[config.mk]
export PLATFORM = sky130hd
export DESIGN_NAME = posit_shift_arbiter
export DESIGN_NICKNAME = d
export VERILOG_FILES = /design/src/rtl/posit_pkg.sv /design/src/rtl/posit_shift_arbiter_lshift.sv /design/src/rtl/posit_shift_arbiter.sv
export SDC_FILE = /design/constraint.sdc
export NUM_CORES = 1
export LEC_CHECK = 0
export ABC_AREA = 1
export BUFFER_PORTS_ARGS = -buffer_cell sky130_fd_sc_hd__buf_2
export CAP_MARGIN = 20
export CORE_ASPECT_RATIO = 1.2
export CORE_MARGIN = 2
export CORE_UTILIZATION = 54
export DETAILED_ROUTE_END_ITERATION = 10
export PLACE_DENSITY = 0.81
export SKIP_CTS_REPAIR_TIMING = 1
export SYNTH_ARGS = -nofsm -noshare
export SYNTH_HDL_FRONTEND = slang
export SYNTH_SLANG_ARGS = --single-unit
[constraint.sdc]
create_clock -name clk -period 2.5 [get_ports clk]
set_clock_uncertainty 0.15 [all_clocks]
set_input_delay 0.25 -clock clk [delete_from_list [all_inputs] [get_ports clk]]
set_output_delay 0.25 -clock clk [all_outputs]
set_load 0.01 [all_outputs]
[src/rtl/posit_pkg.sv]
// posit_pkg: shared constants, requester-ID type and width helper for the posit datapath.
package posit_pkg;

   localparam int TW_DEF = 2;

   typedef enum logic {SRC0 = 1'b0, SRC1 = 1'b1} src_e;

   // Ceiling log2, floored at 1 so a shift-amount port never collapses to zero width.
   function automatic int clog2_ceil(input int n);
      int r;
      r = 0;
      while ((1 << r) < n) r++;
      return (r < 1) ? 1 : r;
   endfunction

endpackage

[src/rtl/posit_shift_arbiter_lshift.sv]
// posit_shift_arbiter_lshift: dynamic left barrel shifter, zero fill, result 0 once shamt >= N.
module posit_shift_arbiter_lshift #(
   parameter int N  = 8,
   parameter int Bs = 3
) (
   input  logic [N-1:0]  data_i,
   input  logic [Bs-1:0] shamt_i,
   output logic [N-1:0]  data_o
);

   always_comb begin
      data_o = data_i;
      for (int k = 0; k < Bs; k++)
         if (shamt_i[k]) data_o = ((1 << k) >= N) ? '0 : data_o << (1 << k);
   end

endmodule

[src/rtl/posit_shift_arbiter.sv]
// posit_shift_arbiter: round-robin share of one left barrel shifter between two requesters,
// with an operand stage (S1) and a result stage (S2) forming a two-deep elastic pipeline.
module posit_shift_arbiter
   import posit_pkg::*;
#(
   parameter int N  = 8,
   parameter int Bs = clog2_ceil(N),
   parameter int TW = TW_DEF
) (
   input  logic          clk,
   input  logic          rst_n,
   input  logic          req0_valid,
   output logic          req0_ready,
   input  logic [N-1:0]  req0_data,
   input  logic [Bs-1:0] req0_shamt,
   input  logic [TW-1:0] req0_tag,
   input  logic          req1_valid,
   output logic          req1_ready,
   input  logic [N-1:0]  req1_data,
   input  logic [Bs-1:0] req1_shamt,
   input  logic [TW-1:0] req1_tag,
   output logic          res_valid,
   input  logic          res_ready,
   output logic [N-1:0]  res_data,
   output logic          res_sticky,
   output logic          res_src,
   output logic [TW-1:0] res_tag
);

   logic          valid1_q, valid1_d;
   logic [N-1:0]  data1_q, data1_d;
   logic [Bs-1:0] shamt1_q, shamt1_d;
   src_e          src1_q, src1_d;
   logic [TW-1:0] tag1_q, tag1_d;
   logic          res_valid_q, res_valid_d;
   logic [N-1:0]  res_data_q, res_data_d;
   logic          res_sticky_q, res_sticky_d;
   src_e          res_src_q, res_src_d;
   logic [TW-1:0] res_tag_q, res_tag_d;
   logic          last_grant_q, last_grant_d;
   logic          s2_free, s1_adv, can_accept, grant0, grant1, accept;
   logic [N-1:0]  shifted, out_mask;
   logic          sticky;

   assign s2_free    = !res_valid_q || res_ready;
   assign s1_adv     = valid1_q && s2_free;
   assign can_accept = !valid1_q || s1_adv;

   // On contention, the requester not granted last time wins.
   assign grant0     = req0_valid && (!req1_valid || last_grant_q);
   assign grant1     = req1_valid && (!req0_valid || !last_grant_q);
   assign req0_ready = rst_n && can_accept && grant0;
   assign req1_ready = rst_n && can_accept && grant1;
   assign accept     = req0_ready || req1_ready;

   posit_shift_arbiter_lshift #(.N(N), .Bs(Bs)) u_lshift (
      .data_i  (data1_q),
      .shamt_i (shamt1_q),
      .data_o  (shifted)
   );

   // Mask covers the top shamt bits; it saturates to all ones when shamt >= N.
   assign out_mask = ~({N{1'b1}} >> shamt1_q);
   assign sticky   = |(data1_q & out_mask);

   always_comb begin
      valid1_d     = accept || (valid1_q && !s1_adv);
      data1_d      = accept ? (req1_ready ? req1_data : req0_data) : data1_q;
      shamt1_d     = accept ? (req1_ready ? req1_shamt : req0_shamt) : shamt1_q;
      src1_d       = accept ? (req1_ready ? SRC1 : SRC0) : src1_q;
      tag1_d       = accept ? (req1_ready ? req1_tag : req0_tag) : tag1_q;
      res_valid_d  = s1_adv || (res_valid_q && !res_ready);
      res_data_d   = s1_adv ? shifted : res_data_q;
      res_sticky_d = s1_adv ? sticky : res_sticky_q;
      res_src_d    = s1_adv ? src1_q : res_src_q;
      res_tag_d    = s1_adv ? tag1_q : res_tag_q;
      last_grant_d = accept ? req1_ready : last_grant_q;
   end

   always_ff @(posedge clk or negedge rst_n) begin
      if (!rst_n) begin
         valid1_q     <= 1'b0;
         data1_q      <= '0;
         shamt1_q     <= '0;
         src1_q       <= SRC0;
         tag1_q       <= '0;
         res_valid_q  <= 1'b0;
         res_data_q   <= '0;
         res_sticky_q <= 1'b0;
         res_src_q    <= SRC0;
         res_tag_q    <= '0;
         last_grant_q <= 1'b1;
      end else begin
         valid1_q     <= valid1_d;
         data1_q      <= data1_d;
         shamt1_q     <= shamt1_d;
         src1_q       <= src1_d;
         tag1_q       <= tag1_d;
         res_valid_q  <= res_valid_d;
         res_data_q   <= res_data_d;
         res_sticky_q <= res_sticky_d;
         res_src_q    <= res_src_d;
         res_tag_q    <= res_tag_d;
         last_grant_q <= last_grant_d;
      end
   end

   assign res_valid  = res_valid_q;
   assign res_data   = res_data_q;
   assign res_sticky = res_sticky_q;
   assign res_src    = res_src_q;
   assign res_tag    = res_tag_q;

endmodule

# Yosys cells after proc, flatten, opt, wreduce, memory -nomap -nowiden
# Cells that the tools add are included.
# word_totals
mem_bits_rw	0
elab_cells	44
in_bits	31
rom_bits	0
out_inout_bits	15
ff_bits	29
n_memories	0
latchBits	0
# classes
div_mod_pow	0
shift	1
n_reduce_logical	23
bitwise_logic	2
eq_ne	0
mux	7
multipliers	0
n_addsub	0
magnitude_cmp	0
# op_table
op	count
8-bit two-way mux	4
8-bit AND	1
1-bit logical AND	8
8-bit NOT	1
8-bit OR reduction	1
8-bit by 3-bit right shift with 8-bit output (first input constant)	1
1-bit logical NOT	7
1-bit logical OR	7
3-bit two-way mux	1
2-bit two-way mux	1
1-bit two-way mux	1

# Longest topological paths before layout
# Gate-level depths: netlist of run 1.
# depth
depth_word	8
ltp_mapped	8
ltp_nobuf	7

# By module
# Synthesis of run 1 repeated with hierarchy kept, for this count alone.
# hier_totals
cells_unflattened	259
area_unflattened_um2	1829.3
# modules_own_cells
module	instances	area_each_um2	cells_each	seq_area_each_um2
posit_shift_arbiter	1	1549.0	206	726.9
posit_shift_arbiter_lshift	1	280.3	53	0.0

# Worst setup path after synthesis of run 1
# No wires, ideal clock.
# synth_timing
kind	flip-flop to output port
startpoint	reg last_grant_q
endpoint	out req0_ready
required_ps	2100
path_slack_ps	1014
stages_incl_launch_ff	6
path_buffers	1
arrival_time_ps	1086
cell_sequence	dfstp_2 inv_2 nand2_2 nand4_2 buf_2 inv_1
# synth_via
elab_chain_cells	3
# synth_rtl
item	line_no	text
start, declared	posit_shift_arbiter.sv:40	logic last_grant_q, last_grant_d;
start signal, assigned	posit_shift_arbiter.sv:104	last_grant_q <= last_grant_d;
1-bit logical OR	posit_shift_arbiter.sv:50	assign grant0 = req0_valid && (!req1_valid || last_grant_q);
1-bit logical AND	posit_shift_arbiter.sv:50	
1-bit logical AND	posit_shift_arbiter.sv:52	assign req0_ready = rst_n && can_accept && grant0;
end, declared	posit_shift_arbiter.sv:13	output logic req0_ready,
# Every way passes these cells.

# Final worst setup path of run 1
# layout_timing
startpoint	in rst_n
endpoint	out req0_ready
# layout_via
elab_chain_cells	2
# layout_rtl
item	line_no	text
start, declared	posit_shift_arbiter.sv:11	input logic rst_n,
1-bit logical AND (2 in a row)	posit_shift_arbiter.sv:52	
# Every way passes these cells.

==> results_dict.tcl, run 1 <==
set metrics [dict create \
    r2r_slack_ns 0.72 \
    nFillCells 314 \
    grt_max_degree 29 \
    powerDensity_nw_per_um2 829 \
    antenna_cells 0 \
    synth_nets 282 \
    grtUsageTotal 0.207 \
    fp.coreArea_um2 3080 \
    synth_cell_types 21 \
    io_pins 46 \
    clkSinkCount 29 \
    peakVddDrop_mv 0.531 \
    path_class "input pin to output pin" \
    fmax_mhz 473 \
    leakage_nw 1.22 \
    fin_nets 326 \
    crit_required_ns 2.10 \
    gp_congestion 0.819 \
    avgSynthCellArea_um2 6.95 \
    drc_errors 0 \
    clkLatencyLatePin_ns 0.34 \
    finalMaxSlewViolations 0 \
    die_x_um 55.9 \
    syn-instance-count 251 \
    seq_area_frac_synth 0.416 \
    finalHoldViolations 0 \
    start_util 0.566 \
    whs_ns 0.0427 \
    dpl_cell_area_um2 1970 \
    root_buffer "clkbuf_4" \
    die_y_um 66.3 \
    period_needed_ns 2.11 \
    finalCritPeriodShare 0.846 \
    holdPathEnd "res_valid" \
    arrival_ns 1.71 \
    cp-end-kind "output pin" \
    htreeDepth 2 \
    outcome "complete, no violations" \
    rsz0062_at_grt "no" \
    drive_above_1_share 0.233 \
    grt_pass1_vias 1442 \
    syn-cell-area_um2 1750 \
    dr_total_vias 1620 \
    worst_setup_path_start_kind "input pin" \
    min-delay-start "res_ready" \
    grt_pass1_wl_um 5910 \
    viasPerCell 4.88 \
    r2r_start "res_valid" \
    final_cell_area_um2 2050 \
    r2r_cells 6 \
    clkSlewWorstSetupHoldPaths_ns 0.10 \
    worst_pin_slew_ns 0.392 \
    die_area_um2 3710 \
    min_path_type "input pin to flip-flop" \
    antenna_found_initial 0 \
    gr-total-overflow 0 \
    yosysWarnings 0 \
    finalSetupViolCount 0 \
    rows 22 \
    cts_made_buffers 5 \
    finalPower_mw 1.70 \
    reg2reg_to "data1_q[0]" \
    drt_iter0_markers 28 \
    hold_depth 4 \
    wl_um 3390 \
    cts_tree "yes" \
    area_growth_pct 17.5 \
    cap_violations 0 \
    routedWlPerCell_um 10.2 \
    clk_path_buf_depth 2 \
    crit_path_max_fanout 18 \
    ys_ff_latch 29 \
    finalSetupTns_ns 0 \
    dpl.hpwl_um 2650 \
    ant_nets 0 \
    dr.pass1.iters 4 \
    fin_util 0.665 \
    slew-limit-headroom 0.738 \
    port_buffers 45 \
]
[cell usage after synthesis (all sizes together)]
library cell / number / share of area
dfrtp: 28 / 0.40
inv: 41 / 0.088
nand2: 85 / 0.19
nand3: 43 / 0.13
clkbuf: 2 / 0.0057
nor2: 13 / 0.028
a21oi: 5 / 0.029
dfstp: 1 / 0.015
o21ai: 8 / 0.023
buf: 10 / 0.033
clkinv: 1 / 0.0021
nand4: 14 / 0.054
[critical path, cell delays in order]
cell and delay, ns:
dlygate4sd3_1 0.52, buf_2 0.30, nand4_2 0.38, inv_1 0.13, buf_2 0.13
[cell usage in the layout, fill, tap and decap left out, types with 2 or more instances in the layout]
cell type | Yosys | final
a21oi_1 | 2 | 2
a21oi_4 | 2 | 2
buf_2 | 7 | 45
buf_4 | 1 | 3
clkbuf_4 | 0 | 5
clkbuf_8 | 0 | 2
dfrtp_1 | 28 | 28
inv_1 | 39 | 39
inv_2 | 2 | 2
nand2_1 | 83 | 83
nand2_2 | 2 | 2
nand3_1 | 39 | 39
nand3_2 | 4 | 4
nand4_1 | 13 | 13
nor2_1 | 13 | 13
o21ai_0 | 8 | 8
[report_power, final]
part           leakage [nW]  total (mW)  switching [mW]  internal, mW
clock network        0.0413       0.323           0.160         0.163
registers             0.355       0.745           0.119         0.626
logic                 0.821       0.632           0.379         0.252
total                  1.22        1.70           0.658          1.04
[area by class of cell]
class                           instances  area (µm²)  area share
Clock inverter                          1        5.00     0.00244
Tap cell                               36        45.0      0.0220
Clock buffer                            7        65.1      0.0317
Sequential cell                        29         727       0.354
Multi-Input combinational cell        168         793       0.387
Inverter                               42         158      0.0769
Timing Repair Buffer                   49         258       0.126
[how the worst max path moves through the flow]
stage	start	slack, ns	end	cells after the start
detailed placement	res_ready	0.71	data1_q[0]	8
global placement	res_ready	0.80	data1_q[0]	8
finish	rst_n	0.39	req0_ready	5
CTS	res_valid	0.37	req0_ready	4
floorplan	last_grant_q	1.01	req0_ready	5
global route	res_valid	0.25	req0_ready	4
[per-stage QoR]
| step | setup WS, ns | cells |
|---|---|---|
| after global routing | 0.255 | 332 |
| after global placement | 0.796 | 323 |
| after floorplan | 1.01 | 251 |
| after CTS | 0.368 | 331 |
| after detailed placement | 0.712 | 323 |
| final | 0.385 | 332 |
[routing by layer]
metal / wire length (µm) / share of wire / vias to the layer above / global-route usage
met1: 1550 / 0.46 / 694 / 0.240
met4: 93 / 0.027 / 0 / 0.107
met5: 0 / 0 / - / 0
met2: 1590 / 0.47 / 40 / 0.359
li1: - / - / 878 / -
met3: 157 / 0.046 / 8 / 0.0470
[cells by family after synthesis]
kind of cell,Yosys count,share of synthesized area
buffers and inverters,54,0.129
AOI/OAI and AO/OA,13,0.0523
and+or+nand+nor,155,0.402
DFF,29,0.416
[flip-flops by register name, summed over array words and instances (netlist names), 2 cells and up]
name	cells
data1_q	8
res_data	8
res_tag	2
shamt1_q	3
tag1_q	2
No activity file was read; power rests on OpenSTA's default activity.
==> run 2, diff against run 1 <==
Settings changed: CORE_UTILIZATION 54 to 52, PLACE_DENSITY 0.81 to 0.79.
Clock period 2.5 ns to 2.1 ns, I/O delays scaled along.
==> results_dict.tcl, run 2 (synthesized netlist as in run 1, its figures left out) <==
set metrics [dict create \
    leakage_nw 1.22 \
    routedWlPerCell_um 10.9 \
    gr-total-overflow 0 \
    antenna_cells 0 \
    nFillCells 319 \
    antenna_found_initial 0 \
    crit_required_ns 1.74 \
    finalCritPeriodShare 0.905 \
    area_growth_pct 18.6 \
    outcome "complete, no violations" \
    clkSlewWorstSetupHoldPaths_ns 0.06 \
    final_cell_mix "nand2_1, buf_2, inv_1, nand3_1, dfrtp_1" \
    whs_ns 0.0476 \
    cts_tree "yes" \
    arrival_ns 1.54 \
    final_common_cell "nand2_1" \
    finalSetupViolCount 0 \
    grtUsageTotal 0.206 \
    clkSinkCount 29 \
    min_path_type "input pin to asynchronous set/reset pin" \
    cts_made_buffers 5 \
    slew-limit-headroom 0.653 \
    cp_cell_sequence "nand3_2 -> nand3_2 -> inv_1 -> buf_2" \
    clkLatencyLatePin_ns 0.28 \
    root_buffer "clkbuf_8" \
    final_cell_area_um2 2070 \
    grt_pass1_vias 1496 \
    ant_nets 0 \
    rsz0062_at_grt "no" \
    start_util 0.532 \
    path_common_cell "nand3_2" \
    gp_congestion 0.824 \
    clk_path_buf_depth 2 \
    finalMaxSlewViolations 0 \
    drc_errors 0 \
    viasPerCell 4.99 \
    slowest_stage "nand3_2" \
    fin_nets 327 \
    die_y_um 67.5 \
    dr.pass1.iters 4 \
    cp-end-kind "output pin" \
    wl_um 3630 \
    dpl_cell_area_um2 1980 \
    path_class "flip-flop to output pin" \
    slowest_delay_ns 0.43 \
    worst_pin_slew_ns 0.520 \
    io_pins 46 \
    drive_above_1_share 0.226 \
    htreeDepth 2 \
    die_x_um 56.9 \
    grt_max_degree 31 \
    port_buffers 45 \
    cap_violations 0 \
    grt_pass1_wl_um 6150 \
    crit_path_max_fanout 30 \
    dpl.hpwl_um 2710 \
    die_area_um2 3840 \
    finalSetupTns_ns 0 \
    rows 23 \
    worst_setup_path_start_kind "flip-flop" \
    finalHoldViolations 0 \
    fmax_mhz 526 \
    drt_iter0_markers 38 \
    peakVddDrop_mv 0.630 \
    period_needed_ns 1.90 \
    dr_total_vias 1668 \
    r2r_cells 6 \
    powerDensity_nw_per_um2 1010 \
    fin_util 0.631 \
    fp.coreArea_um2 3280 \
    setup_ws_ns 0.200 \
    place_ws_ns 0.447 \
]
run 2: cell count changes in the layout (fill, tap and decap cells not counted):
cell / previous run / this run
clkbuf_1: 0 / 3
buf_4: 3 / 4
clkbuf_8: 2 / 5
clkinv_2: 1 / 0
clkbuf_4: 5 / 0
run 2: critical path: cells and delay by family, from the launching register on:
kind                   cells  cell delay, ns
buffers and inverters      2            0.28
DFF                        1            0.42
and+or+nand+nor            2            0.57
run 2: through the flow:
step | cells | power (mW)
6_report | 334 | 2.09
5_1_grt | 334 | 2.27
4_1_cts | 333 | 2.10
3_5_place_dp | 325 | 1.66
3_3_place_gp | 325 | 1.64
2_1_floorplan | 251 | 1.42
run 2: routing by layer:
layer | vias up | wire length (µm) | share of wire | GRT usage
met5 | - | 0 | 0 | 0
met4 | 0 | 57 | 0.016 | 0.0872
met3 | 5 | 202 | 0.056 | 0.0364
met2 | 50 | 1830 | 0.51 | 0.372
met1 | 739 | 1530 | 0.42 | 0.239
li1 | 874 | - | - | -
run 2: report_power, final:
group / total (mW) / switching [mW] / internal (mW) / leakage, nW
logic: 0.769 / 0.465 / 0.304 / 0.826
clock network: 0.430 / 0.195 / 0.235 / 0.0395
registers: 0.889 / 0.142 / 0.747 / 0.355
run 2: worst paths after layout:
check	from	endpoint	slack (ns)
setup / recovery	res_valid	req1_ready	0.20
hold / removal	rst_n	tag1_q[1]	0.05
setup reg to reg	res_valid	data1_q[7]	0.44
hold reg to reg	res_tag[0]	res_tag[0]	0.31
max in group asynchronous	rst_n	last_grant_q	1.16
min in group clk	res_ready	res_valid	0.07
run 2: area by class of cell:
cell class	count	area, µm²	area share
inverter	42	158	0.0762
multi-input combinational	168	793	0.383
timing repair buffer	50	265	0.128
clock buffer	8	80.1	0.0387
tap	37	46.3	0.0224
sequential	29	727	0.351
